File: config.mk
export PLATFORM = sky130hd
export DESIGN_NAME = sum_accum
export DESIGN_NICKNAME = d
export VERILOG_FILES = /design/src/rtl/sum_accum.sv
export SDC_FILE = /design/constraint.sdc
export NUM_CORES = 1
export LEC_CHECK = 0
export ABC_AREA = 1
export CORE_ASPECT_RATIO = 2
export CORE_MARGIN = 1
export CORE_UTILIZATION = 50
export CTS_CLUSTER_DIAMETER = 150
export DETAILED_ROUTE_END_ITERATION = 16
export GPL_TIMING_DRIVEN = 0
export PLACE_DENSITY = 0.79
export SLEW_MARGIN = 0
export SYNTH_ARGS = -nofsm -noshare
export SYNTH_HDL_FRONTEND = slang
export SYNTH_SLANG_ARGS = --single-unit
File: constraint.sdc
create_clock -name clk -period 7 [get_ports clk]
set_input_delay 2.1 -clock clk [delete_from_list [all_inputs] [get_ports clk]]
set_output_delay 2.1 -clock clk [all_outputs]
set_load 0.02 [all_outputs]
File: src/rtl/sum_accum.sv
// Signed group summer: accumulates 1..MAX_LEN samples per group and emits one sum per group
// over valid/ready handshakes. Define SUM_ACCUM_SAT_EN to saturate on overflow instead of wrapping.
module sum_accum #(
  parameter int DATA_W  = 32,
  parameter int ACC_W   = 40,
  parameter int MAX_LEN = 16,
  parameter int LEN_W   = 5
) (
  input  logic                     clk,
  input  logic                     reset,
  input  logic [LEN_W-1:0]         len,
  input  logic                     clear,
  input  logic                     in_valid,
  input  logic signed [DATA_W-1:0] in_data,
  output logic                     in_ready,
  output logic                     out_valid,
  output logic signed [ACC_W-1:0]  out_data,
  input  logic                     out_ready,
  output logic                     done,
  output logic                     ovf
);

  localparam logic [LEN_W-1:0] LEN_ONE = LEN_W'(1);
  localparam logic [LEN_W-1:0] LEN_MAX = LEN_W'(MAX_LEN);
`ifdef SUM_ACCUM_SAT_EN
  localparam logic signed [ACC_W-1:0] ACC_POS = {1'b0, {(ACC_W-1){1'b1}}};
  localparam logic signed [ACC_W-1:0] ACC_NEG = {1'b1, {(ACC_W-1){1'b0}}};
`endif

  logic signed [ACC_W-1:0] r_acc;
  logic [LEN_W-1:0]        r_count;
  logic [LEN_W-1:0]        r_cur_len;
  logic                    r_out_valid;
  logic signed [ACC_W-1:0] r_out_data;
  logic                    r_done;
  logic                    r_ovf;

  logic [LEN_W-1:0]        w_len_clamped;
  logic [LEN_W-1:0]        w_eff_len;
  logic [LEN_W:0]          w_count_inc;
  logic                    w_last;
  logic                    w_accept;
  logic signed [ACC_W-1:0] w_ext;
  logic signed [ACC_W-1:0] w_base;
  logic signed [ACC_W-1:0] w_raw;
  logic                    w_add_ovf;
  logic signed [ACC_W-1:0] w_sum;

  // Group length as it would be latched now; cur_len only applies once a group has started.
  assign w_len_clamped = (len == '0)     ? LEN_ONE :
                         (len > LEN_MAX) ? LEN_MAX : len;
  assign w_eff_len     = (r_count == '0) ? w_len_clamped : r_cur_len;
  assign w_count_inc   = (LEN_W+1)'(r_count) + (LEN_W+1)'(1);
  assign w_last        = (w_count_inc == {1'b0, w_eff_len});

  // Only the completing sample is held off while a finished sum is stalled downstream.
  assign in_ready = !clear && !(r_out_valid && !out_ready && w_last);
  assign w_accept = in_valid && in_ready;

  assign w_ext     = ACC_W'(in_data);
  assign w_base    = (r_count == '0) ? '0 : r_acc;
  assign w_raw     = w_base + w_ext;
  assign w_add_ovf = (w_base[ACC_W-1] == w_ext[ACC_W-1]) && (w_raw[ACC_W-1] != w_base[ACC_W-1]);

  always_comb begin
    // NOTE: default assigned first so every path drives w_sum and no latch is inferred.
    w_sum = w_raw;
`ifdef SUM_ACCUM_SAT_EN
    if (w_add_ovf) w_sum = w_base[ACC_W-1] ? ACC_NEG : ACC_POS;
`endif
  end

  // NOTE: all state is updated with non-blocking assignments so every register samples pre-edge values.
  always_ff @(posedge clk or negedge reset) begin
    if (!reset) begin
      r_acc       <= '0;
      r_count     <= '0;
      r_cur_len   <= LEN_ONE;
      r_out_valid <= 1'b0;
      r_out_data  <= '0;
      r_done      <= 1'b0;
      r_ovf       <= 1'b0;
    end else begin
      r_done <= w_accept && w_last;

      if (w_accept && w_last) begin
        r_out_data  <= w_sum;
        r_out_valid <= 1'b1;
      end else if (out_ready) begin
        r_out_valid <= 1'b0;
      end

      if (w_accept && w_add_ovf) r_ovf <= 1'b1;

      if (clear) begin
        r_count <= '0;
        r_acc   <= '0;
      end else if (w_accept) begin
        if (r_count == '0) r_cur_len <= w_len_clamped;
        if (w_last) begin
          r_count <= '0;
        end else begin
          r_count <= w_count_inc[LEN_W-1:0];
          r_acc   <= w_sum;
        end
      end
    end
  end

  assign out_valid = r_out_valid;
  assign out_data  = r_out_data;
  assign done      = r_done;
  assign ovf       = r_ovf;

endmodule
* After elaboration in Yosys (flattened, before gate mapping)
Cells that the tools add are included.
Word-level totals: input port bits 42, logic and storage cells 43, latch bits 0, register bits after elaboration 93, memories 0, RAM bits 0, output and inout port bits 44, ROM bits 0
Operators by class: add/sub/neg operators 2, multiply operators 0, bitwise operators 1, equal/unequal tests 4, multiplexer cells 12, magnitude comparators 1, shift operators 0, reduce and logical (&&, ||, !) cells 16, div/mod/pow operators 0
Operators with widths (count):
- 40-bit two-way mux | 4
- 40-bit by 32-bit adder with 40-bit output | 1
- 5-bit two-way mux | 6
- 5-bit zero test | 2
- 1-bit logical AND | 7
- 5-bit by 1-bit adder with 6-bit output, second input constant | 1
- 6-bit by 5-bit equality test with 1-bit output | 1
- 5-bit > comparator, second input constant | 1
- 2-bit AND reduction | 2
- 2-bit nonzero test | 2
- 1-bit zero test | 3
- 1-bit two-way mux | 2
- 2-bit inequality test, second input constant | 1
- 1-bit equality test | 1
- 1-bit inequality test | 1
- 1-bit inverter | 1

* Logic depth before layout (Yosys ltp)
Gate-level depths: netlist of run 1.
depth in word-level cells 11, mapped depth 21, mapped depth without buffers 20

* Worst setup path before layout of run 1
Ideal clock, no wire load.
path type in2out, from input len[4], to output in_ready, required time 4.900 ns, setup slack 1.952 ns, stages on the path 10, data arrival time 2.948 ns, path buffers 0, cells stage by stage inv_1 > nand3_2 > nand2_1 > nand2_1 > nand2_1 > nand2_2 > nor2_4 > nand4_1 > nand2_1 > inv_1
On the way: word-level cells in the longest chain between the ends 8, elaborated cells between the ends (all ways) 9, classes of those cells order compare: 1; eq/ne: 1; mux: 3; reduce/logical: 4
Ends and longest elaborated chain:
- start, declared | RTL line 11 | input logic [LEN_W-1:0] len,
- 5-bit > comparator | RTL line 51 | (len > LEN_MAX) ? LEN_MAX : len;
- 5-bit two-way mux | RTL line 51
- 5-bit two-way mux * | RTL line 50 | assign w_len_clamped = (len == '0) ? LEN_ONE :
- 5-bit two-way mux *
- 6-bit by 5-bit equality test with 1-bit output * | RTL line 54 | assign w_last = (w_count_inc == {1'b0, w_eff_len});
- 1-bit logical AND * | RTL line 57 | assign in_ready = !clear && !(r_out_valid && !out_ready && w_last);
- 1-bit zero test * | RTL line 57
- 1-bit logical AND * | RTL line 57
- end, declared | RTL line 15 | output logic in_ready,
Mark *: on every way between the ends. The rest lies on a longest branch, timed or not.

* Worst setup path after layout of run 1
Same ends and word-level chain as after synthesis.

==> results of run 1 <==
cells in the mapped netlist, drive strengths merged:
master,n,share of area
dfstp,1,0.0037
fa,1,0.0028
xnor2,23,0.028
inv,150,0.080
or2,1,0.00088
a21boi,1,0.0011
clkinv,1,0.00053
xor2,1,0.0012
and2,1,0.00088
o22ai,34,0.030
a21o,2,0.0021
o21bai,1,0.0011
o21ai,90,0.085
nand2,300,0.18
a31oi,1,0.00088
nand3,53,0.043
nor2,110,0.064
nor4,1,0.00088
nor3,1,0.00071
a21oi,47,0.033
buf,20,0.022
o21a,1,0.0011
nor3b,1,0.0011
nand3b,5,0.0053
clkbuf,1,0.00053
dfrtp,92,0.33
ha,41,0.072
nand4,15,0.015
through the flow:
stage               utilization  cells  hold slack (ps)
floorplan                     -    996              453
global placement          0.588   1270              465
detailed placement        0.590   1271              472
CTS                       0.612   1287              490
global route              0.612   1287              505
finish                    0.612   1287              484
area by class of cell:
class                   count  area (µm²)  share of cell area
multi-input cells         731        4030               0.474
inverters                 151         567              0.0667
well taps                 189         236              0.0278
repair buffers             86         876               0.103
clock inverters             4        73.8             0.00868
plain buffers              21         156              0.0184
clock buffers              12         236              0.0278
flip-flops and latches     93        2330               0.274
flip-flops by register name, indices dropped and copies added (netlist names):
register   cells
done           1
r_count        5
r_acc         40
out_data      40
r_cur_len      5
out_valid      1
ovf            1
layer usage:
metal	track usage	up-vias
met5	0	-
met4	0.225	0
met3	0.0320	76
met2	0.537	203
met1	0.296	3106
li1	-	3392
worst min-delay path, delay by kind of cell (launching register included):
kind	cells	cell delay [ps]
flops	1	350
simple gates	1	60
compound gates	1	40
how the worst min path moves through the flow:
stage                    to  slack [ps]
4_1_cts        r_cur_len[0]         490
2_1_floorplan     r_acc[33]         450
3_3_place_gp   r_cur_len[0]         470
5_1_grt        out_data[22]         500
6_report        out_data[7]         480
3_5_place_dp    out_data[7]         470
power by group through the flow:
stage          clock, mW  sequential (mW)  combinational, mW
6_report           0.523            0.781               1.11
5_1_grt            0.547            0.797               1.21
4_1_cts            0.534            0.783               1.11
2_1_floorplan          0            0.914              0.563
3_3_place_gp           0            0.787               1.09
3_5_place_dp           0            0.791               1.11
logic make-up (layout without fill, tap and decap cells):
family,Yosys count,in the layout,synth area share
simple gates,488,488,0.310
compound gates,177,177,0.154
buf+inv,172,274,0.102
flops,93,93,0.329
fa+ha+maj,42,42,0.0753
xor+xnor,24,24,0.0297
==> results.md, run 1 <==
- Status: complete, no violations
- Clock H-tree levels: 3
- Detailed-route via count: 6777
- GRT Overall Usage: 0.293
- CP endpoint: in_ready
- WHS Path Cells: 2
- Worst flop-to-flop path endpoint: r_acc[38]
- Die X: 86.1 µm
- CP startpoint kind: input pin
- Post-CTS Resized: 0
- FF-to-FF setup slack: 3130 ps
- Slew @ Worst Pin: 635 ps
- Setup Fix Bufs, Post-CTS: 0
- Fin. max-slew vios: 0
- Overall die height: 170 µm
- Mapped Cells: 996
- GPL Wtd Cong: 1.08
- Io pins: 86
- Via/cell ratio: 5.27
- Setup Skew: 6.85 ps
- Bufs on Longest Clock Path: 2
- Clock root cell: clkbuf_16
- CP bufs+invs: 5
- Crit Path Category: in -> out
- Crit path launch: len[4]
- Dpl hpwl: 16800 µm
- CP max stage delay: 600 ps
- Reg-to-reg startpoint: r_count[0]
- Relative slew slack: 0.572
- Ratio of cells with drive above 1 in the final layout: 0.125
- YS warnings: 0
- Sequential share of power: 0.323
- Detailed Routing Iterations Pass 1: 6
- Worst endpoint data arrival time: 4040 ps
- CP endpoint kind: output pin
- Crit path time final: 6140 ps
- Cell variety after synth: 41
- Sw frac: 0.393
- Drc violations: 0
- Buffers on Ports: 85
- Syn avg cell area: 7.11 µm²
- Post-route ant nets: 0
- FILL cells: 1344
- Initial Util: 0.510
- Routed length on met2: 10900 µm
- Die Area: 0.0147 mm²
- Worst-path cell chain: clkdlybuf4s50_1 -> inv_1 -> nand3_2 -> inv_1 -> nand2_1 -> nand2_1 -> nand2_1 -> nand2_1 -> nand4_1 -> nand2_1 -> inv_1 -> clkdlybuf4s50_1
- Seq/Total Area, Yosys: 0.329
- Crit path depth: 12
- Fin nets: 1177
- Row cnt: 61
- First-pass GRT wire length: 32200 µm
- Worst r2r path cells: 17
- Post-cts hold buffer count: 0
- Vias in the first global route: 6626
- Setup_tns: 0 ps
- Largest net degree at the start of global routing: 55
- Commonest cells after routing, fill and taps aside: 252 x nand2_1, 145 x inv_1, 105 x nor2_1
- Total power draw: 2.42 mW
- Power share of the combinational group: 0.460
- Clock power share: 0.217
- Clock transition at path regs: 60 ps
- CTS tree: yes
- Power Dens Cells: 284 mW/mm²
- Final setup vio count: 0
- Final wirelength: 20600 µm
- WL per Instance: 16.0 µm
- Placeable core area: 0.0139 mm²
- Clock latency on the worst-skew pair: 350 ps
- Worst Hold Class: reg -> reg
- Syn nets: 1080
- Fmax: 163 MHz
- Top delay family on crit path: buffers and inverters
- CTS Buf Count: 9
- Synthesized area: 0.00708 mm²
- Met1 wire length: 7440 µm
- Clock sink total: 93
- Leakage Power: 4.19 nW
- Post-synthesis register bit count: 93
- Max cap viols: 0
- Sw power: 0.949 mW
- Worst vdd ir: 0.207 mV
- CP dominant cell by count: nand2_1
- Antenna cell count: 0
- Pre-CTS setup slack: 873 ps
- Initial antenna violation count: 0
- Initial drt markers: 400
- Commonest non-fill, non-tap cell in the layout: nand2_1
- Final instance area: 0.00850 mm²
- Remaining Overflow, GRT: 0
- Placed cell areas: 0.00819 mm²
- Min-delay src: out_data[7]
- Final setup margin: 860 ps
- P_int: 1.47 mW
- Met3 Wirelength: 620 µm
- Worst endpoint required time: 4900 ps
- Critical Path Fanout Max: 3
- RSZ-0062 raised after global routing: no
- Tcrit/Tclk final: 0.877
- Highest metal used: met4
- Final hold violations: 0
- Slowest CP cell: clkdlybuf4s50_1
- Synth-to-layout area growth: 20.1%
No activity file was read; power rests on OpenSTA's default activity.
==> run 2: changes to the inputs <==
Settings changed: PLACE_DENSITY 0.79 to 0.73, SKIP_LAST_GASP from default to 1.
==> run 2 against run 1 <==
Routed wire length increased by 8.9%. Hold slack got worse by 15 ps. Flip-flop and latch count stayed put. Critical endpoint unchanged. Largest cell class unchanged. Largest power group unchanged. Highest routed layer unchanged.
==> results.md, run 2 (synthesized netlist as in run 1, its figures left out) <==
- Status: complete, no violations (unchanged)
- Vias in the first global route: 6734 (was 6626)
- Row cnt: 61 (unchanged)
- Largest net degree at the start of global routing: 66 (was 55)
- Sequential Area: 0.00233 mm² (unchanged)
- Ratio of cells with drive above 1 in the final layout: 0.128 (was 0.125)
- Crit path time final: 6130 ps (was 6140 ps)
- Synth-to-layout area growth: 20.0% (was 20.1%)
- Total power draw: 2.41 mW (was 2.42 mW)
- Leakage Power: 4.18 nW (was 4.19 nW)
- Worst hold margin: 469 ps (was 484 ps)
- Die X: 86.1 µm (unchanged)
- Worst Hold Class: reg -> reg (unchanged)
- Worst endpoint data arrival time: 4030 ps (was 4040 ps)
- Post-CTS Resized: 0 (unchanged)
- RSZ-0062 raised after global routing: no (unchanged)
- Overall die height: 170 µm (unchanged)
- Post-route ant nets: 0 (unchanged)
- Crit Path Category: in -> out (unchanged)
- Buffers on Ports: 85 (unchanged)
- CP endpoint kind: output pin (unchanged)
- Commonest non-fill, non-tap cell in the layout: nand2_1 (unchanged)
- Bufs on Longest Clock Path: 2 (unchanged)
- Multi-input gate area: 0.00403 mm² (unchanged)
- Clock latency on the worst-skew pair: 370 ps (was 350 ps)
- Fin nets: 1177 (unchanged)
- Fin. max-slew vios: 0 (unchanged)
- Power Dens Cells: 284 mW/mm² (about the same)
- CTS Buf Count: 9 (unchanged)
- Fmax: 163 MHz (about the same)
- Clock root cell: clkbuf_16 (unchanged)
- Post-cts hold buffer count: 0 (unchanged)
- GPL Wtd Cong: 0.968 (was 1.08)
- Antenna cell count: 0 (unchanged)
- Via/cell ratio: 5.29 (was 5.27)
- Relative slew slack: 0.600 (was 0.572)
- Clock transition at path regs: 70 ps (was 60 ps)
- Tcrit/Tclk final: 0.875 (was 0.877)
- Final wirelength: 22400 µm (was 20600 µm)
- Clock sink total: 93 (unchanged)
- Initial Util: 0.510 (unchanged)
- Setup_tns: 0 ps (unchanged)
- Setup Skew: 14.2 ps (was 6.85 ps)
- Worst endpoint required time: 4900 ps (about the same)
- Placeable core area: 0.0139 mm² (unchanged)
- WL per Instance: 17.4 µm (was 16.0 µm)
- Dpl hpwl: 18800 µm (was 16800 µm)
- Drc violations: 0 (unchanged)
- Initial antenna violation count: 0 (unchanged)
- Slew @ Worst Pin: 600 ps (was 635 ps)
- Detailed-route via count: 6809 (was 6777)
- Final hold violations: 0 (unchanged)
- FILL cells: 1341 (was 1344)
- Final setup vio count: 0 (unchanged)
- Initial drt markers: 298 (was 400)
- GRT Overall Usage: 0.319 (was 0.293)
- First-pass GRT wire length: 34300 µm (was 32200 µm)
- Worst vdd ir: 0.211 mV (was 0.207 mV)
- Setup Fix Bufs, Post-CTS: 0 (unchanged)
- Critical Path Fanout Max: 2 (was 3)
- Clock H-tree levels: 3 (unchanged)
- CP startpoint kind: input pin (unchanged)
- Io pins: 86 (unchanged)
- Die Area: 0.0147 mm² (unchanged)
- Max cap viols: 0 (unchanged)
- Detailed Routing Iterations Pass 1: 6 (unchanged)
- Commonest cells after routing, fill and taps aside: 252 x nand2_1, 145 x inv_1, 105 x nor2_1 (unchanged)
- CTS tree: yes (unchanged)
- Remaining Overflow, GRT: 0 (unchanged)
-- run 2: area by class of cell --
type                    count  share of cell area
clock buffers              10              0.0281
multi-input cells         731               0.474
well taps                 189              0.0278
repair buffers             86               0.103
clock inverters             6             0.00722
plain buffers              21              0.0184
inverters                 151              0.0667
flip-flops and latches     93               0.274
-- run 2: worst max-delay path: stages --
cell	delay (ps)
clkdlybuf4s50_1	530
nor2_1	60
a21o_1	150
nand2_1	100
nand2_1	80
nand2_1	60
nand2_1	90
nand4_1	150
nand2_1	60
inv_1	50
clkdlybuf4s50_1	590
-- run 2: layer usage --
layer | up-vias | global-route usage | share of wire | wire, µm
li1 | 3389 | - | - | -
met1 | 3166 | 0.299 | 0.34 | 7550
met2 | 183 | 0.610 | 0.55 | 12400
met3 | 71 | 0.0417 | 0.037 | 835
met4 | 0 | 0.230 | 0.072 | 1630
met5 | - | 0 | 0 | 0
-- run 2: path summary, 6_finish.rpt --
kind                       cells after the start      endpoint        from  slack, ps
min                                            2           ovf         ovf        470
min in group asynchronous                      1  out_data[18]       reset       1660
min reg2reg                                    2           ovf         ovf        470
max reg2reg                                   17     r_acc[39]  r_count[0]       2990
max in group asynchronous                      2  r_cur_len[0]       reset       4630
max                                           11      in_ready      len[2]        870
-- run 2: power by group --
part	internal (mW)	total [mW]	leakage [nW]	switching (mW)
registers	0.688	0.778	1.22	0.0892
clock network	0.286	0.507	0.149	0.221
logic	0.465	1.13	2.82	0.664
-- run 2: metrics by stage --
stage	cells	instance area, µm²	utilization	worst slack [ps]
2_1_floorplan	996	7080	-	1950
3_3_place_gp	1270	8170	0.588	258
3_5_place_dp	1271	8190	0.590	875
4_1_cts	1287	8490	0.611	875
5_1_grt	1287	8490	0.611	702
6_report	1287	8490	0.611	872
